==> config.mk <==
export PLATFORM = sky130hd
export DESIGN_NAME = radix4_booth_multiplier
export DESIGN_NICKNAME = d
export VERILOG_FILES = /design/src/rtl/radix4_booth_multiplier.sv
export SDC_FILE = /design/constraint.sdc
export NUM_CORES = 1
export LEC_CHECK = 0
export BUFFER_PORTS_ARGS = -buffer_cell sky130_fd_sc_hd__buf_4
export CAP_MARGIN = 10
export CORE_MARGIN = 4
export CORE_UTILIZATION = 50
export CTS_BUF_LIST = sky130_fd_sc_hd__clkbuf_16
export CTS_CLUSTER_SIZE = 24
export DETAILED_ROUTE_END_ITERATION = 7
export GPL_ROUTABILITY_DRIVEN = 0
export PLACE_DENSITY = 0.72
export SETUP_SLACK_MARGIN = 0.2
export SLEW_MARGIN = 0
export SYNTH_ARGS = -nofsm -noshare
export SYNTH_HDL_FRONTEND = slang
export SYNTH_SLANG_ARGS = --single-unit
==> constraint.sdc <==
create_clock -name clk -period 3.4 [get_ports clk]
set_input_delay 0.34 -clock clk [delete_from_list [all_inputs] [get_ports clk]]
set_output_delay 0.34 -clock clk [all_outputs]
set_load 0.05 [all_outputs]
==> src/rtl/radix4_booth_multiplier.sv <==
// Sequential radix-4 (modified Booth) multiplier, signed or unsigned per operation.
// Ports: clk, rst_n (async active-low), in_valid/in_ready/a/b/is_signed (operand
// handshake), flush (sync abort), out_valid/out_ready/product (result handshake), busy.
module radix4_booth_multiplier #(
    parameter int N = 8
) (
    input  logic         clk,
    input  logic         rst_n,
    input  logic         in_valid,
    output logic         in_ready,
    input  logic [N-1:0] a,
    input  logic [N-1:0] b,
    input  logic         is_signed,
    input  logic         flush,
    output logic         out_valid,
    input  logic         out_ready,
    output logic [2*N-1:0] product,
    output logic         busy
);

    // Extended width is even so the multiplier splits into whole Booth digits,
    // and at least N+1 so zero-extended unsigned operands stay non-negative.
    localparam int E  = (N % 2 == 0) ? N + 2 : N + 1;
    localparam int CW = $clog2(E / 2 + 1);

    typedef enum logic [1:0] {IDLE, CALC, DONE} state_t;

    state_t state, state_n;

    logic [E-1:0]  m;
    logic [E-1:0]  q;
    logic          q_1;
    logic [E+1:0]  acc;
    logic [CW-1:0] count;

    logic [E+1:0]   pp;
    logic [E+1:0]   sum;
    logic [E+1:0]   acc_n;
    logic [E-1:0]   q_n;
    logic [2*E+1:0] full;
    logic           accept;
    logic           last;

    assign in_ready  = (state == IDLE);
    assign out_valid = (state == DONE);
    assign busy      = (state != IDLE);

    assign accept = in_ready && in_valid && !flush;
    assign last   = (state == CALC) && (count == CW'(1));

    always_ff @(posedge clk or negedge rst_n) begin
        if (!rst_n) begin
            state <= IDLE;
        end else begin
            state <= state_n;
        end
    end

    always_comb begin
        state_n = state;
        if (flush) begin
            state_n = IDLE;
        end else begin
            case (state)
                IDLE:    if (in_valid) state_n = CALC;
                CALC:    if (count == CW'(1)) state_n = DONE;
                DONE:    if (out_ready) state_n = IDLE;
                default: state_n = IDLE;
            endcase
        end
    end

    // Booth digit from {Q[1:0], q_1}; partial products sign-extended to E+2 bits.
    always_comb begin
        pp = '0;
        case ({q[1:0], q_1})
            3'b001, 3'b010: pp = {{2{m[E-1]}}, m};
            3'b011:         pp = {m[E-1], m, 1'b0};
            3'b100:         pp = -{m[E-1], m, 1'b0};
            3'b101, 3'b110: pp = -{{2{m[E-1]}}, m};
            default:        pp = '0;
        endcase
    end

    assign sum   = acc + pp;
    assign acc_n = {{2{sum[E+1]}}, sum[E+1:2]};
    assign q_n   = {sum[1:0], q[E-1:2]};
    assign full  = {acc_n, q_n};

    always_ff @(posedge clk or negedge rst_n) begin
        if (!rst_n) begin
            m       <= '0;
            q       <= '0;
            q_1     <= 1'b0;
            acc     <= '0;
            count   <= '0;
            product <= '0;
        end else begin
            if (accept) begin
                m     <= {{(E-N){a[N-1] & is_signed}}, a};
                q     <= {{(E-N){b[N-1] & is_signed}}, b};
                q_1   <= 1'b0;
                acc   <= '0;
                count <= CW'(E / 2);
            end else if (state == CALC) begin
                acc   <= acc_n;
                q     <= q_n;
                q_1   <= q[1];
                count <= count - CW'(1);
            end
            // A flushed operation never publishes its partial result.
            if (last && !flush) begin
                product <= full[2*N-1:0];
            end
        end
    end

endmodule

# ---- Word-level counts from Yosys, hierarchy flattened
# Index checks and enable logic that the tools add are counted.
dict set report word_totals {
  ff_bits 53
  inputBits 22
  output_inout_bits 19
  word_cells 50
}
dict set report classes {
  add_sub_neg 4
  eq_ne 12
  n_mux 14
  bitwise 2
  n_reduce_logical 11
}
# cell n
set op_table {}
lappend op_table {{$pmux W12 S4} 1}
lappend op_table {{$mux W12} 2}
lappend op_table {{$neg A12 Y12} 2}
lappend op_table {{$mux W10} 2}
lappend op_table {{$add A12 B12 Y12} 1}
lappend op_table {{$eq A3 B3 Y1 const B} 3}
lappend op_table {{$mux W2} 4}
lappend op_table {{$eq A3 B1 Y1 const B} 2}
lappend op_table {{$eq A3 B2 Y1 const B} 2}
lappend op_table {{$mux W3} 2}
lappend op_table {{$ne A3 B2 Y1 const B} 2}
lappend op_table {{$pmux W2 S3} 1}
lappend op_table {{$logic_and A1 B1 Y1} 4}
lappend op_table {{$reduce_bool A2 Y1} 2}
lappend op_table {{$reduce_or A2 Y1} 2}
lappend op_table {{$ne A3 B3 Y1 const B} 1}
lappend op_table {{$reduce_and A3 Y1} 1}
lappend op_table {{$sub A3 B1 Y3 const B} 1}
lappend op_table {{$and A1 B1 Y1} 2}
lappend op_table {{$eq A2 B1 Y1 const B} 1}
lappend op_table {{$eq A2 B2 Y1 const B} 1}
lappend op_table {{$logic_not A2 Y1} 1}
lappend op_table {{$mux W1} 2}
lappend op_table {{$logic_not A1 Y1} 1}

# ---- Logic depth before layout (Yosys ltp)
dict set report logic_depth {
  ltp_word 6
  depth_mapped 16
  ltp_nobuf 15
}

# ---- Worst setup path before layout
# OpenSTA, ideal clock, no wires.
dict set report synth_timing {
  kind {reg2reg}
  start {register m[0]}
  end {register acc[8]}
  arrival_ps 3248
  required_time_ps 3267
  path_slack_ps 19
  path_stages_with_launch 17
  path_buffers 1
  cell_sequence {dfrtp_1 inv_1 ha_1 nor4b_1 or2b_1 xor2_1 mux2i_1 mux4_1 inv_1 ha_1 clkbuf_8 a21o_1 nor3_1 o211ai_1 a31oi_1 xor2_1 o21ai_0}
}
dict set report synth_between {
  elab_chain_cells 5
  elab_cells_between_ends 6
}
# element line
set synth_rtl {}
lappend synth_rtl {{start, declared} 30} ;# logic [E-1:0] m;
lappend synth_rtl {{start signal, assigned} 100} ;# m <= {{(E-N){a[N-1] & is_signed}}, a};
lappend synth_rtl {{$neg A12 Y12, on equally long branches} {80, 79}}
lappend synth_rtl {{$pmux W12 S4 *} 76} ;# case ({q[1:0], q_1})
lappend synth_rtl {{$add A12 B12 Y12 *} 85} ;# assign sum = acc + pp;
lappend synth_rtl {{$mux W12 *} 105} ;# end else if (state == CALC) begin
lappend synth_rtl {{$mux W12 *} 99} ;# if (accept) begin
lappend synth_rtl {{end signal, assigned} 106} ;# acc <= acc_n;
lappend synth_rtl {{end, declared} 33} ;# logic [E+1:0] acc;
# Mark *: on every way between the ends. The rest lies on a longest branch, timed or not. The select of a mux whose other input is x is not followed.
# A chain may end at the register's enable or synchronous reset.

# ---- Worst setup path in the final report
dict set report layout_timing {
  start {register m[1]}
  end {register acc[7]}
}
# The elaborated chain is that of the path after synthesis.

==> results_dict.tcl <==
set metrics [dict create \
    status "finished clean" \
    nFillCells 539 \
    max_cap_violations 0 \
    yosysSeqAreaShare_pct 39.4 \
    tightest_slew_ns 0.943 \
    fmax_ghz 0.311 \
    die_w_um 88.5 \
    hold_viol_final 0 \
    power_frac_clock_pct 11.2 \
    rsz0062_at_grt "true" \
    antenna_cells 0 \
    synth.distinct_cells 52 \
    drt_wl_total_um 7670 \
    cts.path.max_buffers 2 \
    route.detailed.drc 0 \
    worstSetupStartpoint "m[1]" \
    worst_setup_path_start_kind "flop" \
    std_cell_rows 29 \
    grt_pass1_wl_um 12200 \
    reg2reg_depth 14 \
    worstSetupEndpointType "flop" \
    layout.nets 443 \
    grt_pass1_vias 2560 \
    grt_util_all_layers_pct 19.9 \
    crit_type "reg -> reg" \
    power_switching_mw 2.01 \
    synthXorXnorAreaFrac_pct 5.13 \
    dp.final_hpwl_um 5500 \
    critPathBufInv 1 \
    period_share_pct 94.7 \
    synth_compound_area_share_pct 19.0 \
    first_pass_iters 4 \
    crit_family "compound AO/OA/AOI/OAI gates" \
    r2r-start "m[1]" \
    setup_ws_ns 0.179 \
    crit_fanout 4 \
    hp-class "in -> async" \
    drive_gt1_share_pct 27.7 \
    p_per_area_nw_per_um2 1090 \
    ys_async_sr_fraction_pct 100 \
    synth_top_family_by_area "compound AO/OA/AOI/OAI gates" \
    die-area_um2 7840 \
    antenna_found_initial 0 \
    cp.arrival_ns 3.36 \
    switching_share_pct 46.8 \
    r2r-end "acc[7]" \
    synth_fa_ha_area_share_pct 6.02 \
    synth_top_cell_area_share_pct 39.4 \
    slowest_delay_ns 0.49 \
    ys_top_cells_by_area "dfrtp_1, nand2_1, ha_1" \
    cts_root_buffer "clkbuf_16" \
    pwr-share-seq_pct 24.9 \
    crit_slowest_cell "or3_2" \
    grt_start_max_net_pins 52 \
    synth-simple-area-share_pct 18.4 \
    io_buffer_count 40 \
    synth_top_flop_cell "dfrtp_1" \
    worst_ep_required_time_ns 3.54 \
    num_vias 2770 \
    dr.first_iter.drc_count 149 \
    internal-power_mw 2.29 \
    synth_mux_area_share_pct 6.14 \
    ir_worst_vdd_mv 0.599 \
    synth_area_per_cell_um2 9.08 \
    synth_top_area_cell "dfrtp_1" \
    syn2layout_area_growth_pct 21.3 \
    clk_pin_slew_ns 0.07 \
    synth_edf_count 0 \
    htreeDepth 2 \
    power.static_leakage_nw 1.84 \
    wire_per_inst_um 15.9 \
    netlist_instances 357 \
    setup_violations 0 \
    vias_per_cell 5.75 \
    cts_buffers 5 \
    min_period_ns 3.22 \
    io_pins 41 \
    overflow 0 \
    coreArea_um2 6310 \
    synth_area_um2 3240 \
    die_h_um 88.5 \
    path_cells "buf_4, or3_2, nand2_1, xnor2_1, a22oi_1, nor2_1, a221o_2, ha_4, nor3_2, o21ai_1, a21o_2, a311oi_1, xor2_1, o21ai_0" \
    cts.sinks 51 \
    tritoncts "yes" \
    finalSetupTns_ns 0 \
    cts_hold_buffers 0 \
    pre_cts_ws_ns 0.00314 \
    r2r_setup_slack_ns 0.18 \
    combPwrFrac_pct 63.9 \
    clock_latency_ns 0.29 \
    fin_skew_ns 0.00458 \
    slew_headroom_pct 36.9 \
    synth.net_count 394 \
    initial_core_util_pct 51.3 \
    ys_seq_elements 51 \
    yosys_warnings 0 \
    slew_viol_final 0 \
    ant_nets 0 \
]
-- worst register-to-register path, cell delays in order, from the launching register on --
cell	delay, ns
dfrtp_1	0.41
buf_4	0.16
or3_2	0.49
nand2_1	0.10
xnor2_1	0.10
a22oi_1	0.19
nor2_1	0.06
a221o_2	0.33
ha_4	0.18
nor3_2	0.16
o21ai_1	0.10
a21o_2	0.27
a311oi_1	0.31
xor2_1	0.16
o21ai_0	0.08
-- cell type report --
class / count / area (um2) / share of cell area, %
repair buffers: 65 / 488 / 12.4
clock buffers: 5 / 125 / 3.18
clock inverters: 1 / 7.51 / 0.191
flip-flops and latches: 51 / 1280 / 32.5
inverters: 10 / 37.5 / 0.955
multi-input cells: 273 / 1900 / 48.4
well taps: 77 / 96.3 / 2.45
-- sequential cells by signal (all words and copies together) (netlist names) --
signal,count
q_1,1
state,2
q,10
acc,10
product,16
m,9
count,3
-- cells in the mapped netlist (2+ instances only) --
cell type / instances
xnor2_1: 10
a21oi_1: 16
mux2_2: 10
inv_1: 10
mux2i_1: 6
clkbuf_8: 5
buf_6: 2
a311oi_1: 3
a221oi_1: 2
clkbuf_2: 2
o31ai_1: 2
a22oi_1: 10
nand3_1: 15
nand2b_1: 8
nor2_1: 13
nor3_1: 6
o211ai_1: 5
nand2_1: 67
xor2_1: 9
a21o_1: 4
and2_1: 3
o21ai_0: 29
nor3b_1: 2
dfrtp_1: 51
a211oi_1: 4
clkbuf_1: 12
a31oi_1: 8
nor2b_1: 6
ha_1: 14
-- per-layer routing --
layer / vias up / routed length, um / part of all wire (%) / track usage (%)
met3: 12 / 430 / 5.6 / 3.72
li1: 1354 / - / - / -
met5: - / 0 / 0 / 0
met1: 1326 / 3400 / 44 / 26.4
met4: 0 / 140 / 1.8 / 5.91
met2: 78 / 3700 / 48 / 33.3
-- worst max-delay path by stage --
| stage | end | depth (start not counted) |
|---|---|---|
| floorplan | acc[8] | 15 |
| CTS | acc[8] | 13 |
| global route | acc[8] | 13 |
| finish | acc[7] | 14 |
| global placement | acc[8] | 13 |
| detailed placement | acc[8] | 13 |
-- layout by cell type, fill, tap and decap left out, types with 8 or more instances in the layout --
master	netlist	layout
mux2_2	10	10
xor2_1	9	9
o21ai_0	29	24
xnor2_1	10	8
nand2_1	67	67
nand3_1	15	15
buf_4	1	65
dfrtp_1	51	51
ha_1	14	11
nor2_1	13	12
nand2b_1	8	8
a22oi_1	10	10
a21oi_1	16	14
-- kinds of logic (layout without fill, tap and decap cells) --
| group | after synthesis | count (layout) |
|---|---|---|
| buffers and inverters | 33 | 81 |
| muxes | 17 | 17 |
| xor gates and xnor gates | 19 | 19 |
| AOI/OAI and AO/OA | 93 | 93 |
| adders and majority gates | 15 | 15 |
| and+or+nand+nor | 129 | 129 |
| DFF | 51 | 51 |
-- metrics by stage --
step	power, mW	hold slack [ns]	area (um2)	instances	utilization (%)
after floorplan	2.93	0.0444	3270	357	-
after global placement	3.44	0.419	3630	466	57.5
after detailed placement	3.50	0.417	3630	466	57.5
after CTS	4.09	0.113	3800	474	60.2
after global routing	4.62	0.136	3930	482	62.3
final	4.30	0.0724	3930	482	62.3
-- power by group through the flow --
| stage | clock network [mW] | registers (mW) | logic [mW] |
|---|---|---|---|
| 5_1_grt | 0.508 | 1.11 | 3.01 |
| 6_report | 0.480 | 1.07 | 2.75 |
| 4_1_cts | 0.485 | 1.07 | 2.54 |
| 2_1_floorplan | 0 | 1.24 | 1.69 |
| 3_3_place_gp | 0 | 1.06 | 2.38 |
| 3_5_place_dp | 0 | 1.07 | 2.43 |
-- repair_timing --
action                                 CTS  global route
resized for setup                        8            20
pin swaps                                5             9
endpoints found under the hold margin    0             0
setup endpoints to repair                3             8
gates cloned                             0             0
setup buffers                            2             8
(Power assumes the default switching activity.)
